### src/rtl/pipe_stage_skid.sv
// Inter-stage pipeline register with a two-entry skid buffer and a flush port.
// Define PIPE_STAGE_SKID_PERF_EN to build the saturating stall/flush counters.
module pipe_stage_skid #(
  parameter int unsigned             CTRL_W      = 8,
  parameter int unsigned             DATA_W      = 32,
  parameter logic [CTRL_W-1:0]       CTRL_BUBBLE = '0,
  parameter bit                      CLEAR_DATA  = 1'b0,
  parameter int unsigned             CNT_W       = 16
) (
  input  logic              clk,
  input  logic              rst,
  input  logic              flush,
  input  logic              in_valid,
  output logic              in_ready,
  input  logic [CTRL_W-1:0] in_ctrl,
  input  logic [DATA_W-1:0] in_data,
  output logic              out_valid,
  input  logic              out_ready,
  output logic [CTRL_W-1:0] out_ctrl,
  output logic [DATA_W-1:0] out_data,
  output logic [CNT_W-1:0]  stall_cnt,
  output logic [CNT_W-1:0]  flush_cnt
);

  typedef enum logic [1:0] {
    EMPTY = 2'd0,
    FULL  = 2'd1,
    SKID  = 2'd2
  } state_e;

  state_e            state_q, state_d;
  logic [CTRL_W-1:0] main_ctrl_q, main_ctrl_d;
  logic [DATA_W-1:0] main_data_q, main_data_d;
  logic [CTRL_W-1:0] skid_ctrl_q, skid_ctrl_d;
  logic [DATA_W-1:0] skid_data_q, skid_data_d;

  // Handshake outputs decode only registered state.
  assign in_ready  = (state_q != SKID);
  assign out_valid = (state_q != EMPTY);
  assign out_ctrl  = main_ctrl_q;
  assign out_data  = main_data_q;

  always_comb begin
    state_d     = state_q;
    main_ctrl_d = main_ctrl_q;
    main_data_d = main_data_q;
    skid_ctrl_d = skid_ctrl_q;
    skid_data_d = skid_data_q;
    if (flush) begin
      state_d     = EMPTY;
      main_ctrl_d = CTRL_BUBBLE;
      skid_ctrl_d = CTRL_BUBBLE;
      if (CLEAR_DATA) begin
        main_data_d = '0;
        skid_data_d = '0;
      end
    end else begin
      unique case (1'b1)
        (state_q == EMPTY): begin
          if (in_valid) begin
            state_d     = FULL;
            main_ctrl_d = in_ctrl;
            main_data_d = in_data;
          end
        end
        (state_q == FULL): begin
          if (out_ready && in_valid) begin
            main_ctrl_d = in_ctrl;
            main_data_d = in_data;
          end else if (out_ready) begin
            state_d     = EMPTY;
            main_ctrl_d = CTRL_BUBBLE;
          end else if (in_valid) begin
            state_d     = SKID;
            skid_ctrl_d = in_ctrl;
            skid_data_d = in_data;
          end
        end
        (state_q == SKID): begin
          if (out_ready) begin
            state_d     = FULL;
            main_ctrl_d = skid_ctrl_q;
            main_data_d = skid_data_q;
            skid_ctrl_d = CTRL_BUBBLE;
          end
        end
        default: begin
          state_d     = EMPTY;
          main_ctrl_d = CTRL_BUBBLE;
          skid_ctrl_d = CTRL_BUBBLE;
        end
      endcase
    end
  end

  always_ff @(posedge clk or posedge rst) begin
    if (rst) begin
      state_q     <= EMPTY;
      main_ctrl_q <= CTRL_BUBBLE;
      main_data_q <= '0;
      skid_ctrl_q <= CTRL_BUBBLE;
      skid_data_q <= '0;
    end else begin
      state_q     <= state_d;
      main_ctrl_q <= main_ctrl_d;
      main_data_q <= main_data_d;
      skid_ctrl_q <= skid_ctrl_d;
      skid_data_q <= skid_data_d;
    end
  end

`ifdef PIPE_STAGE_SKID_PERF_EN
  logic [CNT_W-1:0] stall_cnt_q, stall_cnt_d;
  logic [CNT_W-1:0] flush_cnt_q, flush_cnt_d;

  // Counters stick at all-ones rather than wrapping.
  always_comb begin
    stall_cnt_d = stall_cnt_q;
    flush_cnt_d = flush_cnt_q;
    if (out_valid && !out_ready && !(&stall_cnt_q))
      stall_cnt_d = stall_cnt_q + CNT_W'(1);
    if (flush && !(&flush_cnt_q))
      flush_cnt_d = flush_cnt_q + CNT_W'(1);
  end

  always_ff @(posedge clk or posedge rst) begin
    if (rst) begin
      stall_cnt_q <= '0;
      flush_cnt_q <= '0;
    end else begin
      stall_cnt_q <= stall_cnt_d;
      flush_cnt_q <= flush_cnt_d;
    end
  end

  assign stall_cnt = stall_cnt_q;
  assign flush_cnt = flush_cnt_q;
`else
  assign stall_cnt = '0;
  assign flush_cnt = '0;
`endif

endmodule

### config.mk
export PLATFORM = sky130hd
export DESIGN_NAME = pipe_stage_skid
export DESIGN_NICKNAME = d
export VERILOG_FILES = /design/src/rtl/pipe_stage_skid.sv
export SDC_FILE = /design/constraint.sdc
export NUM_CORES = 1
export LEC_CHECK = 0
export ABC_CLOCK_PERIOD_IN_PS = 2200
export BUFFER_PORTS_ARGS = -buffer_cell sky130_fd_sc_hd__clkbuf_2
export CORE_MARGIN = 2
export CORE_UTILIZATION = 46
export DETAILED_ROUTE_END_ITERATION = 8
export PLACE_DENSITY_LB_ADDON = 0.3
export RECOVER_POWER = 50
export SLEW_MARGIN = 20
export SYNTH_ARGS = -nofsm -noshare
export SYNTH_HDL_FRONTEND = slang
export SYNTH_SLANG_ARGS = --single-unit
### constraint.sdc
create_clock -name clk -period 2.2 [get_ports clk]
set_input_delay 0 -clock clk [delete_from_list [all_inputs] [get_ports clk]]
set_output_delay 0 -clock clk [all_outputs]
set_load 0.005 [all_outputs]
== After elaboration in Yosys (flattened, before gate mapping) ==
Cells that the tools add are included.
Widths: inputs -> output; s select.

* Bits in writable memories: 0
* ROM bits: 0
* Bits in latches: 0
* Register bits: 82
* Input port bits: 45
* Memories: 0

* Multiplexer cells: 21
* Reductions and logical operators: 9
* $add $sub $neg: 0
* Order comparisons: 0
* Shift-type cells: 0
* Equality and inequality tests: 14
* Div/mod/pow operators: 0
* Bitwise gates (word level): 3
* Multiply operators: 0

{| class="wikitable"
|+ Operators by type and width
! operator !! count
|-
| $mux 32 || 3
|-
| $pmux 32 s3 || 1
|-
| $mux 8 || 8
|-
| $pmux 8 s3 || 2
|-
| $ne 3x3->1 const B || 5
|-
| $reduce_and 5->1 || 3
|-
| $mux 2 || 6
|-
| $ne 2x2->1 const B || 4
|-
| $pmux 2 s3 || 1
|-
| $ne 4x3->1 const B || 1
|-
| $ne 4x4->1 const B || 1
|-
| $reduce_and 4->1 || 1
|-
| $not 1->1 || 3
|-
| $reduce_and 3->1 || 1
|-
| $reduce_bool 3->1 || 1
|-
| $eq 2x1->1 const B || 1
|-
| $eq 2x2->1 const B || 1
|-
| $logic_not 2->1 || 1
|-
| $ne 2x1->1 const B || 1
|-
| $reduce_bool 2->1 || 1
|-
| $logic_and 1x1->1 || 1
|}

== Longest topological paths before layout ==
Gate-level depths: netlist of the first run.

* Word-level depth: 5
* Mapped depth: 7

== Worst setup path before layout of the first run ==
Ideal clock, no wire load.

* Kind: reg2reg
* From: register state_q[0]
* To: register main_data_q[0] (netlist: out_data[0])
* Data required time: 2.075 ns
* Slack: 0.414 ns
* Setup time: 0.125 ns
* Cell stages (with the launch flop): 6
* Data arrival time: 1.661 ns
* Period minus slack after synthesis: 1.786 ns
* Path through: dfrtp_1 -> nor2b_1 -> or3b_4 -> a21oi_4 -> buf_6 -> mux2_2

* Word-level cells in the longest chain between the ends: 3

{| class="wikitable"
|+ RTL lines
! what !! line !! RTL
|-
| start: declaration || 31 || <nowiki>state_e state_q, state_d;</nowiki>
|-
| start signal: assignment || 104 || <nowiki>state_q <= state_d;</nowiki>
|-
| $eq 2x1->1, or another cell as far along || 66 || <nowiki>(state_q == FULL): begin</nowiki>
|-
| $ne 2x1->1 (no line), or another cell as far along || -- ||
|-
| $reduce_and 5->1 (no line) || -- ||
|-
| end signal: assignment || 106 || <nowiki>main_data_q <= main_data_d;</nowiki>
|-
| end: declaration || 33 || <nowiki>logic [DATA_W-1:0] main_data_q, main_data_d;</nowiki>
|}

Several ways; a longest one is shown, not always the timed one.
A chain may end at the register's enable or synchronous reset.

== Worst setup path in the final report of the first run ==
* From: register state_q[0]
* To: register main_data_q[19] (netlist: out_data[19])

Same word-level chain as after synthesis.

==> key figures, run 1 <==
Synthesis
  • Largest cells by area after synthesis: dfrtp_1 (52%), mux2_2 (21%), nand2_1 (9.5%)
  • Synth area leader: dfrtp_1
  • Syn_area_per_cell: approximately 11 um2
  • Post-synth EDFFs: 0
  • Synth top area share: 52.41%
  • Synthesis Warnings: 0
  • Number of library cell types mapped by synthesis: 28
  • Prevailing post-synth register cell: dfrtp_1
  • Ys async rst share: 100.0%
  • Gate Count Post-Synth: 350
  • Post-Syn Area: 0.003915 mm2
  • Register area share after synthesis: between 50% and 60%
  • Yosys reg bits: 82

Timing
  • Unrepaired setup endpoints after global routing: no
  • Max Clock Freq: 0.5441 GHz
  • Pins over their slew limit: 0
  • Final TNS setup: 0 ns
  • Final setup margin: 0.3621 ns
  • Final hold vios: 0
  • Tmin final: 1.838 ns
  • Slew headroom: 2.475%
  • Clock Skew: 0.006098 ns
  • Setup violators final: 0
  • Slew of the pin with the lowest slew margin: approximately 1.5 ns
  • Final worst-path cycle share: around 84%

Setup path
  • Arr. time, crit path: 2.06 ns
  • WS Path Type: flop to flop
  • Crit Path Max Fanout: 28
  • Worst setup SP type: flop
  • Critical path's slowest cell: or3b_4
  • Worst EP required: roughly 2.4 ns
  • R2R depth: 5
  • Crit path capture type: flop
  • Crit path largest cell delay: 0.39 ns
  • Cell Chain, Critical Path: nor2b_1 > or3b_4 > a21oi_4 > buf_12 > mux2_2

CTS
  • CTS resizes: 0
  • Clk sinks: 82
  • # hold bufs at CTS: 36
  • CTS tree: done
  • Clock Tree Buf Depth: 2
  • Clock latency on the worst-skew pair: roughly 0.34 ns
  • CTS H-Tree Depth: 3
  • Clock transition at the registers of the reported paths: 0.08 ns
  • TritonCTS Buffers: 9
  • CTS root buffer: clkbuf_8
  • Setup bufs post-CTS: 0

Placement
  • RD Place Congestion: 0.7889
  • Port bufs: 86
  • Setup slack after placement: 0.3804 ns
  • Post-Place Cells: 537
  • DP HPWL: 5450 um

Finish
  • Area added between synthesis and finish: 26.88%
  • Filler Cells Inserted: 703
  • Diodes inserted: 0
  • Final nets: about 520
  • Share of cells above drive strength 1: 32.85%
  • Commonest non-fill, non-tap cell in the layout: nand2_1
  • Most frequent cells in the layout: nand2_1 (99), dfrtp_1 (82), mux2_2 (72)
  • Final std cells w/o fill: 589

Floorplan
  • Die Height: 96.26 um
  • Row count: 33
  • Die Area: 0.009265 mm2
  • I/O pin cnt: 119
  • Die Wd: 96.26 um
  • Total core area: just over 0.008 mm2
  • Initial core utilization: 47.65%

Status
  • Failing checks: max-capacitance violations
  • Run status: finished, violations left

Pwr
  • Reg power frac: 49.4%
  • Combinational Power Share: a little under a fifth
  • Switch Pwr: 998.9 uW
  • Switching share of total power: 24.95%
  • Leakage dissipation: ~2.5 nW
  • Cell Pwr Density: 805.9 mW/mm2
  • Maximum VDD drop: 0.0003839 V
  • Clock share of power: 32.0%
  • Int Pwr: 3.004 mW

Drt
  • Remaining antenna violation count after routing: 0
  • DRT Wirelength: 8278 um
  • DR WL/cell: 14.05 um
  • Via/cell ratio: between 4 and 5
  • Via Count: around 2.8k
  • Initial DRC count: 108
  • Detailed Routing Iterations Pass 1: 4
  • Remaining DRCs: 0

Global routing
  • Initial antenna violation count: 0
  • Largest net degree at the start of global routing: 52
  • GRT Resource Usage Total: 19.04%
  • Gr ovfl total: 0
  • First-pass GRT wire length: 13,520 um
  • Vias in the first global route: around 2.8k

Min path
  • Hold Path Class: input pin to flop
  • Hold depth: 3

Run
  • Total of max-cap violations: 1
-- cell usage after synthesis (all sizes together), types with 2 or more instances --
master / n
buf: 39
nor2b: 2
nand2: 99
mux2: 72
a32o: 8
inv: 2
o21ai: 2
and3: 8
clkbuf: 9
a21oi: 2
nor2: 5
a22o: 8
clkinv: 2
dfrtp: 82
-- stage by stage --
step                      area (um2)  util [%]  power, mW  hold slack [ns]
after detailed placement        4414     53.72      2.738          0.05855
after CTS                       5009     60.96      4.079          0.03252
after floorplan                 4031         -      2.462          0.09818
final                           4967     60.45      4.003          0.04831
after global placement          4414     53.72      2.697          0.05563
after global routing            4967     60.45      4.222          0.05381
-- power by group through the flow --
stage          registers [mW]  logic [mW]  clock network, mW
6_report                 1.98       0.743               1.28
4_1_cts                  1.98       0.783               1.32
3_3_place_gp             1.99       0.706                  0
5_1_grt                  2.02       0.837               1.37
3_5_place_dp             2.01       0.732                  0
2_1_floorplan            1.98       0.478                  0
-- final cells by class --
class | count | area [um2] | share of cell area, %
Multi-Input combinational cell | 247 | 1649 | 33.20
Timing Repair Buffer | 135 | 884.6 | 17.81
Tap cell | 105 | 131.4 | 2.645
Clock buffer | 11 | 131.4 | 2.645
Clock inverter | 5 | 102.6 | 2.065
Inverter | 4 | 16.27 | 0.3275
Sequential cell | 82 | 2052 | 41.31
-- routing by layer --
layer / global-route usage (%) / share of wire, % / wire length (um) / vias to the layer above
li1: - / - / - / 1369
met1: 24.27 / 43 / 3597 / 1368
met2: 30.96 / 49 / 4024 / 93
met3: 4.933 / 6.1 / 507 / 16
met4: 7.500 / 1.8 / 148 / 0
met5: 0 / 0 / 0 / -
-- registers in the layout, indices dropped and copies added (netlist names) --
signal / count
skid_data_q: 32
skid_ctrl_q: 8
out_data: 32
out_ctrl: 8
state_q: 2
-- logic make-up (layout without fill, tap and decap cells) --
family          Yosys count  in the layout  share of synthesized area [%]
flops                    82             82                          52.41
buf+inv                  52            155                          8.757
simple gates            118            118                          12.37
compound gates           23             23                          5.178
mux                      73             73                          20.97
other cells               1             32                        0.09579
xor+xnor                  1              1                         0.2238
-- worst max-delay path: cells and delay by family (launching register included) --
kind	cells	cell delay (ns)
buffers and inverters	1	0.21
flip-flops	1	0.38
AND/OR/NAND/NOR	2	0.56
multiplexers	1	0.36
AO/OA/AOI/OAI	1	0.19
-- path summary, 6_finish.rpt --
kind | start | endpoint | slack, ns
setup reg to reg | state_q[0] | out_data[19] | 0.36
hold reg to reg | out_ctrl[4] | out_ctrl[4] | 0.50
setup / recovery | state_q[0] | out_data[19] | 0.36
max in group asynchronous | rst | out_ctrl[0] | 0.84
hold / removal | in_ctrl[0] | skid_ctrl_q[0] | 0.05
min in group asynchronous | rst | skid_data_q[18] | 0.51
Power figures use the tool's default switching activity.
==> run 2, diff against run 1 <==
ABC_CLOCK_PERIOD_IN_PS = 1900   (was 2200)
CORE_UTILIZATION = 51   (was 46)
clock period = 1.9 ns   (was 2.2 ns; I/O delays follow)
==> key figures, run 2 (same netlist as run 1, synthesis figures left out) <==
Status
  • Run status: finished clean

CTS
  • Clock latency on the worst-skew pair: 0.35 ns
  • CTS tree: done
  • CTS H-Tree Depth: 3
  • Setup bufs post-CTS: 0
  • Clk sinks: 82
  • CTS root buffer: clkbuf_8
  • TritonCTS Buffers: 9
  • Clock Tree Buf Depth: 2
  • Clock transition at the registers of the reported paths: 0.08 ns

Placement
  • Port bufs: 86
  • DP HPWL: 5454 um
  • RD Place Congestion: between 0.7 and 0.8
  • Post-Place Cells: approximately 530

Timing
  • Tmin final: 1.785 ns
  • Setup violators final: 0
  • Slew headroom: 25.39%
  • Final hold slack: 0.03586 ns
  • Max Clock Freq: approximately 0.56 GHz
  • Final hold vios: 0
  • Final worst-path cycle share: between 90% and 100%
  • Clock Skew: approximately 0.0052 ns
  • Slew of the pin with the lowest slew margin: 1.119 ns
  • Unrepaired setup endpoints after global routing: no
  • Final TNS setup: 0 ns
  • Pins over their slew limit: 0

Pwr
  • Clock share of power: 30.8%
  • Int Pwr: 3.410 mW
  • Leakage dissipation: 2.535 nW
  • Reg power frac: 49.8%
  • Cell Pwr Density: 920.3 mW/mm2
  • Maximum VDD drop: 0.0005003 V
  • Switch Pwr: 1.192 mW
  • Switching share of total power: approximately 26%
  • Combinational Power Share: 19.4%

Floorplan
  • Initial core utilization: a little over half
  • Die Area: 0.008393 mm2
  • Row count: 31
  • Die Height: a little over 90 um
  • Die Wd: between 90 and 100 um
  • Total core area: 0.007331 mm2
  • I/O pin cnt: 119

Setup path
  • Crit path capture type: flop
  • Cell Chain, Critical Path: nor2b_1 > or3b_4 > a21oi_4 > buf_12 > mux2_2
  • Critical path's slowest cell: or3b_4
  • Worst setup SP type: flop
  • WS Path Type: flop to flop
  • Arr. time, crit path: slightly above 2 ns
  • Crit Path Max Fanout: 18
  • Crit path largest cell delay: 0.39 ns
  • Reg2Reg Setup Slack: 0.11 ns
  • Worst EP required: 2.14 ns

Finish
  • Final std cells w/o fill: a little under 600
  • Share of cells above drive strength 1: 38.89%
  • Most frequent cells in the layout: nand2_1 (99), dfrtp_1 (82), clkbuf_2 (77)
  • Commonest non-fill, non-tap cell in the layout: nand2_1
  • Util after Layout: 68.22%
  • Final nets: 526
  • Diodes inserted: 0
  • Area added between synthesis and finish: 27.74%

Drt
  • Via/cell ratio: 4.930
  • Via Count: between 2k and 3k
  • DRT Wirelength: ~8400 um
  • DR WL/cell: 14.37 um
  • Remaining antenna violation count after routing: 0
  • Detailed Routing Iterations Pass 1: 4
  • Remaining DRCs: 0
  • Initial DRC count: about 130

Global routing
  • Gr ovfl total: 0
  • Initial antenna violation count: 0
  • Largest net degree at the start of global routing: 83
  • GRT Resource Usage Total: 20.94%
  • First-pass GRT wire length: roughly 14,000 um
  • Vias in the first global route: 2,879

Min path
  • Hold Path Class: input pin to flop

Run
  • Total of max-cap violations: 0
## run 2: changes by cell type in the layout (fill, tap and decap cells not counted), moves of 2 or more
| cell | previous run | this run |
|---|---|---|
| clkbuf_1 | 35 | 9 |
| clkbuf_2 | 53 | 77 |
| buf_4 | 10 | 12 |
| clkinv_4 | 0 | 2 |
## run 2: critical path, delay by kind of cell, from the launching register on
kind                   cells  cell delay, ns
buffers and inverters      1            0.19
AO/OA/AOI/OAI              1            0.23
AND/OR/NAND/NOR            2            0.53
multiplexers               1            0.35
flip-flops                 1            0.38
## run 2: path summary, 6_finish.rpt
check	start	endpoint	depth (start not counted)
min in group asynchronous	rst	out_data[24]	4
worst min register to register	out_ctrl[5]	out_ctrl[5]	1
worst max-delay path	state_q[0]	out_data[28]	5
max in group asynchronous	rst	out_data[27]	4
worst min-delay path	in_ctrl[5]	out_ctrl[5]	3
worst max register to register	state_q[0]	out_data[28]	5
## run 2: layout make-up
type | instances | area (um2)
clock buffer | 10 | 137.6
clock inverter | 6 | 90.09
fill | 555 | 2330
inverter | 4 | 18.77
multi-input combinational | 247 | 1652
sequential | 82 | 2052
tap | 99 | 123.9
timing repair buffer | 137 | 927.1
## run 2: per-layer routing
metal / part of all wire [%] / global-route usage [%] / vias to the layer above
li1: - / - / 1380
met3: 5.3 / 5.094 / 4
met1: 43 / 26.70 / 1417
met4: 0.61 / 5.682 / 0
met2: 51 / 35.72 / 83
met5: 0 / 0 / -
## run 2: power by group through the flow
stage	clock network [mW]	logic (mW)	registers (mW)
after global routing	1.52	0.984	2.34
final	1.42	0.891	2.29
after floorplan	0	0.554	2.30
after global placement	0	0.817	2.31
after detailed placement	0	0.850	2.33
after CTS	1.44	0.908	2.29
## run 2: metrics by stage
step | instance area, um2 | worst slack (ns) | power (mW)
floorplan | 4035 | 0.1139 | 2.851
global placement | 4444 | 0.1589 | 3.125
detailed placement | 4444 | 0.1130 | 3.177
CTS | 5022 | 0.1063 | 4.643
global route | 5001 | 0.02536 | 4.841
finish | 5001 | 0.1148 | 4.602
## run 2: timing repair
item / 4_1_cts / 5_1_grt
setup endpoints to repair: 0 / 3
endpoints found under the hold margin: 141 / 0
hold buffers: 35 / 0
resized for setup: 0 / 1
